===== src/rtl/ex_stage.sv =====
// -----------------------------------------------------------------------------
// ex_stage -- execute stage of the 5-stage pipelined 64-bit CPU.
//
// Computes the ALU result (with NZCV flags), the barrel-shifter result and a
// 64-bit iterative shift-add multiply. Registers everything the memory-access
// stage consumes into the *_Ex buffers. While a multiply is iterating, Stall
// holds the upstream pipeline and bubbles are pushed downstream.
//
// Ports
//   clk, reset         : single clock, synchronous active-high reset
//   DataA_Reg/DataB_Reg: forwarded operands (DataB is also store data)
//   Imm_Reg, ALUSrc_Reg: immediate and ALU B-operand select
//   ALUOp_Reg          : 000 pass B, 010 add, 011 sub, 100 and, 101 or, 110 xor
//   SHAMT_Reg,
//   ShiftDir_Reg       : shift amount, 0 = logical left / 1 = logical right
//   SetFlags_Reg       : update NZCV when the instruction is accepted
//   MemWrite_Reg, MemRead_Reg, RegWrite_Reg, RegWrSrc_Reg, Rd_Reg : controls
//   *_Ex               : registered results/controls for the memory stage
//   Flags              : registered {N,Z,C,V}
//   Stall              : combinational hold request to the upstream stages
// -----------------------------------------------------------------------------
module ex_stage (
    input  logic        clk,
    input  logic        reset,
    input  logic [63:0] DataA_Reg,
    input  logic [63:0] DataB_Reg,
    input  logic [63:0] Imm_Reg,
    input  logic        ALUSrc_Reg,
    input  logic [2:0]  ALUOp_Reg,
    input  logic [5:0]  SHAMT_Reg,
    input  logic        ShiftDir_Reg,
    input  logic        SetFlags_Reg,
    input  logic        MemWrite_Reg,
    input  logic        MemRead_Reg,
    input  logic        RegWrite_Reg,
    input  logic [1:0]  RegWrSrc_Reg,
    input  logic [4:0]  Rd_Reg,
    output logic [63:0] ALU_out_Ex,
    output logic [63:0] shifter2_out_Ex,
    output logic [63:0] MUL_out_Ex,
    output logic [63:0] DataB_Ex,
    output logic        MemWrite_Ex,
    output logic        MemRead_Ex,
    output logic        RegWrite_Ex,
    output logic [1:0]  RegWrSrc_Ex,
    output logic [4:0]  Rd_Ex,
    output logic [3:0]  Flags,
    output logic        Stall
);

    typedef enum logic [1:0] {
        IDLE = 2'b00,
        BUSY = 2'b01,
        DONE = 2'b10
    } mul_state_t;

    localparam logic [1:0] WB_SRC_MUL = 2'b01;
    localparam logic [4:0] RD_NONE    = 5'd31;

    mul_state_t  state, state_next;
    logic [63:0] mul_a;     // multiplicand, shifted left one place per iteration
    logic [63:0] mul_b;     // multiplier, shifted right so bit 0 is the current bit
    logic [63:0] mul_acc;
    logic [5:0]  mul_cnt;

    logic        is_mul;
    logic [63:0] alu_b;
    logic [64:0] add_sum;
    logic [64:0] sub_sum;
    logic [63:0] alu_result;
    logic        alu_c;
    logic        alu_v;
    logic [3:0]  alu_flags;
    logic [63:0] shift_result;

    assign is_mul = RegWrite_Reg && (RegWrSrc_Reg == WB_SRC_MUL);

    // ------------------------------------------------------------------ ALU
    assign alu_b   = ALUSrc_Reg ? Imm_Reg : DataB_Reg;
    assign add_sum = {1'b0, DataA_Reg} + {1'b0, alu_b};
    // Subtract as A + ~B + 1 so bit 64 is the ARM-style carry (1 = no borrow).
    assign sub_sum = {1'b0, DataA_Reg} + {1'b0, ~alu_b} + 65'd1;

    // NOTE: every signal written in an always_comb gets a default first, so
    // no path through the case leaves it unassigned and no latch is inferred.
    always_comb begin
        alu_result = '0;
        alu_c      = 1'b0;
        alu_v      = 1'b0;
        case (ALUOp_Reg)
            3'b000: alu_result = alu_b;
            3'b010: begin
                alu_result = add_sum[63:0];
                alu_c      = add_sum[64];
                alu_v      = (DataA_Reg[63] == alu_b[63]) &&
                             (add_sum[63] != DataA_Reg[63]);
            end
            3'b011: begin
                alu_result = sub_sum[63:0];
                alu_c      = sub_sum[64];
                alu_v      = (DataA_Reg[63] != alu_b[63]) &&
                             (sub_sum[63] != DataA_Reg[63]);
            end
            3'b100: alu_result = DataA_Reg & alu_b;
            3'b101: alu_result = DataA_Reg | alu_b;
            3'b110: alu_result = DataA_Reg ^ alu_b;
            default: alu_result = '0;
        endcase
    end

    assign alu_flags = {alu_result[63], (alu_result == 64'd0), alu_c, alu_v};

    // -------------------------------------------------------------- shifter
    assign shift_result = ShiftDir_Reg ? (DataA_Reg >> SHAMT_Reg)
                                       : (DataA_Reg << SHAMT_Reg);

    // ----------------------------------------------------- multiply control
    // Stall is a function of state and current inputs only; it never looks
    // at the *_Ex registers, so there is no loop through the pipeline.
    always_comb begin
        state_next = state;
        Stall      = 1'b0;
        case (state)
            IDLE: begin
                if (is_mul) begin
                    Stall      = 1'b1;
                    state_next = BUSY;
                end
            end
            BUSY: begin
                Stall = 1'b1;
                if (mul_cnt == 6'd63) begin
                    state_next = DONE;
                end
            end
            DONE: begin
                // Product is ready; the held instruction is accepted this edge
                // and a following multiply starts only from IDLE.
                state_next = IDLE;
            end
            default: state_next = IDLE;
        endcase
    end

    // NOTE: sequential state uses non-blocking assignments so every register
    // samples pre-edge values regardless of statement order.
    always_ff @(posedge clk) begin
        if (reset) begin
            state   <= IDLE;
            mul_a   <= '0;
            mul_b   <= '0;
            mul_acc <= '0;
            mul_cnt <= '0;
        end else begin
            state <= state_next;
            case (state)
                IDLE: begin
                    if (is_mul) begin
                        mul_a   <= DataA_Reg;
                        mul_b   <= DataB_Reg;
                        mul_acc <= '0;
                        mul_cnt <= '0;
                    end
                end
                BUSY: begin
                    if (mul_b[0]) begin
                        mul_acc <= mul_acc + mul_a;
                    end
                    mul_a   <= mul_a << 1;
                    mul_b   <= mul_b >> 1;
                    mul_cnt <= mul_cnt + 6'd1;
                end
                default: ;
            endcase
        end
    end

    // ------------------------------------------------- EX/MEM pipeline regs
    always_ff @(posedge clk) begin
        if (reset) begin
            ALU_out_Ex      <= '0;
            shifter2_out_Ex <= '0;
            MUL_out_Ex      <= '0;
            DataB_Ex        <= '0;
            MemWrite_Ex     <= 1'b0;
            MemRead_Ex      <= 1'b0;
            RegWrite_Ex     <= 1'b0;
            RegWrSrc_Ex     <= '0;
            Rd_Ex           <= RD_NONE;
            Flags           <= '0;
        end else if (Stall) begin
            // Bubble: kill all side effects; data buffers and flags hold.
            MemWrite_Ex <= 1'b0;
            MemRead_Ex  <= 1'b0;
            RegWrite_Ex <= 1'b0;
            RegWrSrc_Ex <= '0;
            Rd_Ex       <= RD_NONE;
        end else begin
            ALU_out_Ex      <= alu_result;
            shifter2_out_Ex <= shift_result;
            MUL_out_Ex      <= mul_acc;
            DataB_Ex        <= DataB_Reg;
            MemWrite_Ex     <= MemWrite_Reg;
            MemRead_Ex      <= MemRead_Reg;
            RegWrite_Ex     <= RegWrite_Reg;
            RegWrSrc_Ex     <= RegWrSrc_Reg;
            Rd_Ex           <= Rd_Reg;
            if (SetFlags_Reg) begin
                Flags <= alu_flags;
            end
        end
    end

endmodule


===== config.mk =====
export PLATFORM = sky130hd
export DESIGN_NAME = ex_stage
export DESIGN_NICKNAME = d
export VERILOG_FILES = /design/src/rtl/ex_stage.sv
export SDC_FILE = /design/constraint.sdc
export NUM_CORES = 2
export LEC_CHECK = 0
export BUFFER_PORTS_ARGS = -buffer_cell sky130_fd_sc_hd__buf_2
export CAP_MARGIN = 20
export CELL_PAD_IN_SITES_DETAIL_PLACEMENT = 0
export CELL_PAD_IN_SITES_GLOBAL_PLACEMENT = 2
export CORE_AREA = 2 2 329 364
export CTS_CLUSTER_SIZE = 30
export DETAILED_ROUTE_END_ITERATION = 12
export DIE_AREA = 0 0 331 366
export PLACE_DENSITY_LB_ADDON = 0.1
export RECOVER_POWER = 100
export SYNTH_ARGS = -nofsm -noshare
export SYNTH_HDL_FRONTEND = slang
export SYNTH_SLANG_ARGS = --single-unit

===== constraint.sdc =====
create_clock -name clk -period 7.87 [get_ports clk]
set_input_delay 1.574 -clock clk [delete_from_list [all_inputs] [get_ports clk]]
set_output_delay 1.574 -clock clk [all_outputs]
set_load 0.01 [all_outputs]

; ---- Word level (Yosys, flattened, before mapping)
; Cells that the tools add are included.
; Widths: inputs -> output; s select.
[totals]
in_bits = 216
ff_bits = 470
[op_classes]
mux = 19
add_sub_neg = 5
n_eq_ne = 15
shifts = 2
bitwise_logic = 5
reduce_logical = 12
[ops]
columns = op, n
row1 = $mux 64, 6
row2 = $pmux 64 s2, 3
row3 = $pmux 64 s6, 1
row4 = $add 64x64->65, 2
row5 = $add 65x1->65 const B, 1
row6 = $add 64x64->64, 1
row7 = $and 64x64->64, 1
row8 = $logic_not 64->1, 1
row9 = $not 64->64, 1
row10 = $or 64x64->64, 1
row11 = $shl 64x6->64, 1
row12 = $shr 64x6->64, 1
row13 = $xor 64x64->64, 1
row14 = $pmux 6 s2, 1
row15 = $eq 3x3->1 const B, 3
row16 = $add 6x1->6 const B, 1
row17 = $eq 3x2->1 const B, 2
row18 = $eq 6x6->1 const B, 1
row19 = $mux 6, 1
row20 = $ne 2x2->1 const B, 3
row21 = $pmux 1 s2, 3
row22 = $reduce_and 2->1, 3
row23 = $eq 2x1->1 const B, 2
row24 = $mux 2, 2
row25 = 11 further kinds, 15

; ---- Depth between registers and ports, before layout
[depth]
ltp_word = 7
ltp_mapped = 24
depth_no_buf = 18

; ---- Least setup slack after synthesis
; OpenSTA, ideal clock, no wires.
[synth_timing]
path_kind = input port to flip-flop
start = input port ALUSrc_Reg
end = register Flags[2]
slack_ns = 0.903
arrival_time_ns = 6.908
stages = 24
required_time_ns = 7.811
setup_ns = 0.059
n_path_buf = 7
cell_sequence = buf_2 -> buf_2 -> buf_2 -> buf_2 -> buf_1 -> buf_2 -> mux2_2 -> inv_1 -> ha_1 -> buf_2 -> a21oi_1 -> o21a_1 -> o211ai_1 -> a211o_1 -> a221oi_2 -> o21a_1 -> o211ai_1 -> a221o_1 -> a211oi_2 -> nor2_1 -> and3_1 -> nor4_2 -> and4_1 -> a32o_2
[synth_via]
elab_chain_cells = 6
elab_cells_between_ends = 10
[synth_lines]
columns = element, line
row1 = from (decl), 28  ; input logic ALUSrc_Reg,
row2 = $mux 64 *, 79  ; assign alu_b = ALUSrc_Reg ? Imm_Reg : DataB_Reg;
row3 = $not 64->64, 82  ; assign sub_sum = {1'b0, DataA_Reg} + {1'b0, ~alu_b} + 65'd1;
row4 = $add 64x64->65, 82
row5 = $add 65x1->65, 82
row6 = $pmux 64 s6 *, 90  ; case (ALUOp_Reg)
row7 = $logic_not 64->1 *, 111  ; assign alu_flags = {alu_result[63], (alu_result == 64'd0), alu_c, alu_v};
row8 = to (signal assigned), 209  ; Flags <= alu_flags;
row9 = to (decl), 47  ; output logic [3:0] Flags,
; Mark *: on every way between the ends. The rest lies on a longest branch, timed or not.
; A chain may end at the register's enable or synchronous reset.

; ---- Final worst setup path
; Ends and elaborated chain as after synthesis.

==> metrics <==
vias post-DR 45200; synthesis-to-layout area growth 13.2%; pin count of the biggest net entering global routing 160; TritonCTS buffer count 56; crit-path cells buf_4 -> buf_4 -> mux2i_1 -> ha_1 -> nor2b_1 -> nor4_1 -> o21a_1 -> a31oi_1 -> xnor2_1 -> nand2_1 -> o211ai_1 -> or4_1 -> nor4_1 -> buf_4 -> nand4_1 -> nor4_1 -> and4_1 -> a32o_2; crit path DAT 8580 ps; Max FO, Critical Path 20; CP top delay family simple AND/OR/NAND/NOR gates; gpl congestion 1.02; global-route wire length before repair 316000 µm; Synth top area share 23.1%; clock network latency to the later pin of the worst-skew pair 700 ps; Setup CP Type input pin to flip-flop; Critical-path top delay cell a31oi_1; Startpoint Class input pin; WP buf/inv 3; GRT overflow 0; Seq cells post-synth 470; setup violators final 1; wirelength, routed 224000 µm; Reg-to-Reg End mul_b[35]$_SDFFE_PP0P_; hold depth 2; Seq/Total Area, Yosys 23.1%; Clock Tree Buf Depth 3; DRC errors left 0; Detailed Place HPWL 176000 µm; Slew Viols, Final 718; Main synth FF type dfxtp_1; initial antenna violation count 18; dpl cells 7298; RSZ-0062 raised after global routing no; Layout Cells excl Fill 7413; outcome complete, but fails checks; Initial DRC Count 4843; largest cells by area after synthesis dfxtp_1, ha_1, nand2_1; Hold Path Class flip-flop to flip-flop; Fin. Hold Viols 0; post-synth top area cell dfxtp_1; Worst Hold Launch mul_b[4]$_SDFFE_PP0P_; Cell Area, Synth 40800 µm²; FF-to-FF path depth 6; cell count after synthesis 5548; power share of the sequential group 30.9%; Post-synth EDFFs 0; Die H 366 µm; Worst Path Required 8510 ps; number of port buffers 486; failing checks capacitance limit, slew limit, setup timing; CP peak stage delay 1020 ps; Die Area 121000 µm²; Starting Density 34.8%; CORE AREA 117000 µm²; WHS Endpoint mul_b[3]$_SDFFE_PP0P_; Pwr Density 186 nW/µm²; Reg2Reg Setup Slack 1070 ps; Critical R2R Launch state[0]$_SDFFE_PP0P_; clk_skew 54.3 ps; Post-DRT Antenna Nets 0; clk slew on worst S/H paths 70 ps; Filler cells 12700; vias per cell 6.10; max cap viols 9; number of global-route vias before repair 42300; maximum VDD drop 157 µV; Max Fclk 126 MHz; Async SR Flop Fraction 0%; Post-CTS Setup Inserts 0; critical path capture point type flip-flop; Final min period 7950 ps; Max H-tree Level 2; Final Cycle Share 101%; Clk pwr share 32.4%; switching part of the total 40.3%; Rel. slew slack -213%; power share of the combinational group 36.7%; warning count from the yosys run 0; Die Wd 331 µm; Pint 0.00514 W; Net Switching 0.00347 W; final worst slack -77.2 ps; Post-Synthesis Net Count 6040; syn_area_per_cell 7.35 µm²; leakage 19.4 nW; gr usage total 35.5%; Yosys cell types 107; routed length per instance 30.2 µm; Root Buffer clkbuf_16; Top Ports 487; CTS sink count 470; row count 132; worst slew pin tran 4700 ps; TNS Setup -77.2 ps; layout cells sized above 1 10.6%; CTS tree built; DRT Pass-1 Iters 6; Net count, final 6308
-- Yosys cell counts, types with 83 or more instances --
master	count
a21oi_1	466
o21ai_0	284
clkbuf_1	316
inv_1	221
mux2i_1	288
a211oi_1	103
ha_1	273
a311oi_1	137
nor2_1	645
dfxtp_1	470
mux2_2	83
nor3_1	113
nand3_1	89
nand2_1	835
-- power by group through the flow --
stage	registers, W	logic (W)	clock network [W]
global placement	0.00270	0.00312	0
detailed placement	0.00271	0.00309	0
floorplan	0.00272	0.00179	0
finish	0.00266	0.00316	0.00279
CTS	0.00266	0.00311	0.00287
global route	0.00268	0.00333	0.00295
-- per-stage QoR --
stage | hold slack [ps] | setup slack, ps | cell area [µm²] | util [%] | total power, W
6_report | 440 | -77.2 | 46200 | 39.4 | 0.00861
5_1_grt | 453 | 135 | 46200 | 39.4 | 0.00896
4_1_cts | 431 | 121 | 46600 | 39.8 | 0.00863
3_5_place_dp | 440 | -618 | 44700 | 38.1 | 0.00580
3_3_place_gp | 435 | -682 | 44700 | 38.1 | 0.00582
2_1_floorplan | 445 | 903 | 40800 | - | 0.00451
-- final cells by class --
type | count | area, µm² | share of cell area, %
Antenna cell | 11 | 27.5 | 0.0596
Clock buffer | 83 | 1640 | 3.56
Clock inverter | 20 | 319 | 0.691
Inverter | 227 | 856 | 1.85
Multi-Input combinational cell | 4434 | 28800 | 62.5
Sequential cell | 470 | 9410 | 20.4
Tap cell | 1541 | 1930 | 4.18
Timing Repair Buffer | 627 | 3150 | 6.82
-- what timing repair did --
item	4_1_cts	5_1_grt
resized for setup	0	1
hold buffers	0	0
setup endpoints to repair	0	1
-- flip-flops by register name, summed over array words and instances, names as in the netlist --
register,flops
ALU_out_Ex,64
DataB_Ex,64
MUL_out_Ex,64
mul_a,64
mul_acc,64
mul_b,64
shifter2_out_Ex,64
mul_cnt,6
Rd_Ex,5
Flags,4
RegWrSrc_Ex,2
state,2
MemRead_Ex,1
MemWrite_Ex,1
RegWrite_Ex,1
-- worst register-to-register path, delay by kind of cell, from the launching register on --
family,cells,cell delay [ps]
AOI/OAI and AO/OA,1,390
buffers and inverters,3,5200
DFF,1,430
and+or+nand+nor,2,700
-- worst max path at each step --
stage | from | endpoint | slack [ps] | depth (start not counted)
finish | ALUSrc_Reg | Flags[2]$_SDFFE_PP0P_ | -80 | 18
detailed placement | ALUSrc_Reg | Flags[2]$_SDFFE_PP0P_ | -620 | 18
global route | ALUSrc_Reg | Flags[2]$_SDFFE_PP0P_ | 130 | 18
global placement | ALUSrc_Reg | Flags[2]$_SDFFE_PP0P_ | -680 | 18
floorplan | ALUSrc_Reg | Flags[2]$_SDFFE_PP0P_ | 900 | 24
CTS | ALUSrc_Reg | Flags[2]$_SDFFE_PP0P_ | 120 | 18
-- cell usage in the layout, fill, tap and decap left out, types with 42 or more instances in the layout --
master | synthesis | final
nand2_1 | 835 | 835
nor2_1 | 645 | 640
dfxtp_1 | 470 | 470
a21oi_1 | 466 | 466
clkbuf_1 | 316 | 303
mux2i_1 | 288 | 288
o21ai_0 | 284 | 287
ha_1 | 273 | 273
inv_1 | 221 | 220
buf_2 | 33 | 209
a311oi_1 | 137 | 137
buf_4 | 4 | 117
nor3_1 | 113 | 112
a211oi_1 | 103 | 102
nand3_1 | 89 | 89
mux2_2 | 83 | 81
xnor2_1 | 75 | 75
a21o_1 | 71 | 70
a22oi_1 | 70 | 70
o211ai_1 | 69 | 69
o22ai_1 | 56 | 56
clkbuf_16 | 0 | 56
a221oi_1 | 46 | 46
o31ai_1 | 42 | 42
-- routing by layer --
| layer | GRT usage (%) | up-vias | part of all wire (%) |
|---|---|---|---|
| li1 | - | 20600 | - |
| met1 | 49.1 | 22000 | 44 |
| met4 | 15.2 | 6 | 4.9 |
| met5 | 0 | - | 0.018 |
| met2 | 54.5 | 2100 | 44 |
| met3 | 5.20 | 438 | 7.3 |
-- kinds of logic (layout without fill, tap and decap cells) --
| family | after synthesis | after routing | synth area share (%) |
|---|---|---|---|
| AND/OR/NAND/NOR | 1986 | 1986 | 21.0 |
| multiplexers | 412 | 412 | 11.6 |
| flip-flops | 470 | 470 | 23.1 |
| AO/OA/AOI/OAI | 1653 | 1653 | 27.2 |
| XOR/XNOR | 107 | 107 | 2.30 |
| buffers and inverters | 644 | 957 | 6.26 |
| other | 0 | 11 | 0 |
| adder cells (fa/ha/maj) | 276 | 276 | 8.52 |
(Power assumes the default switching activity.)
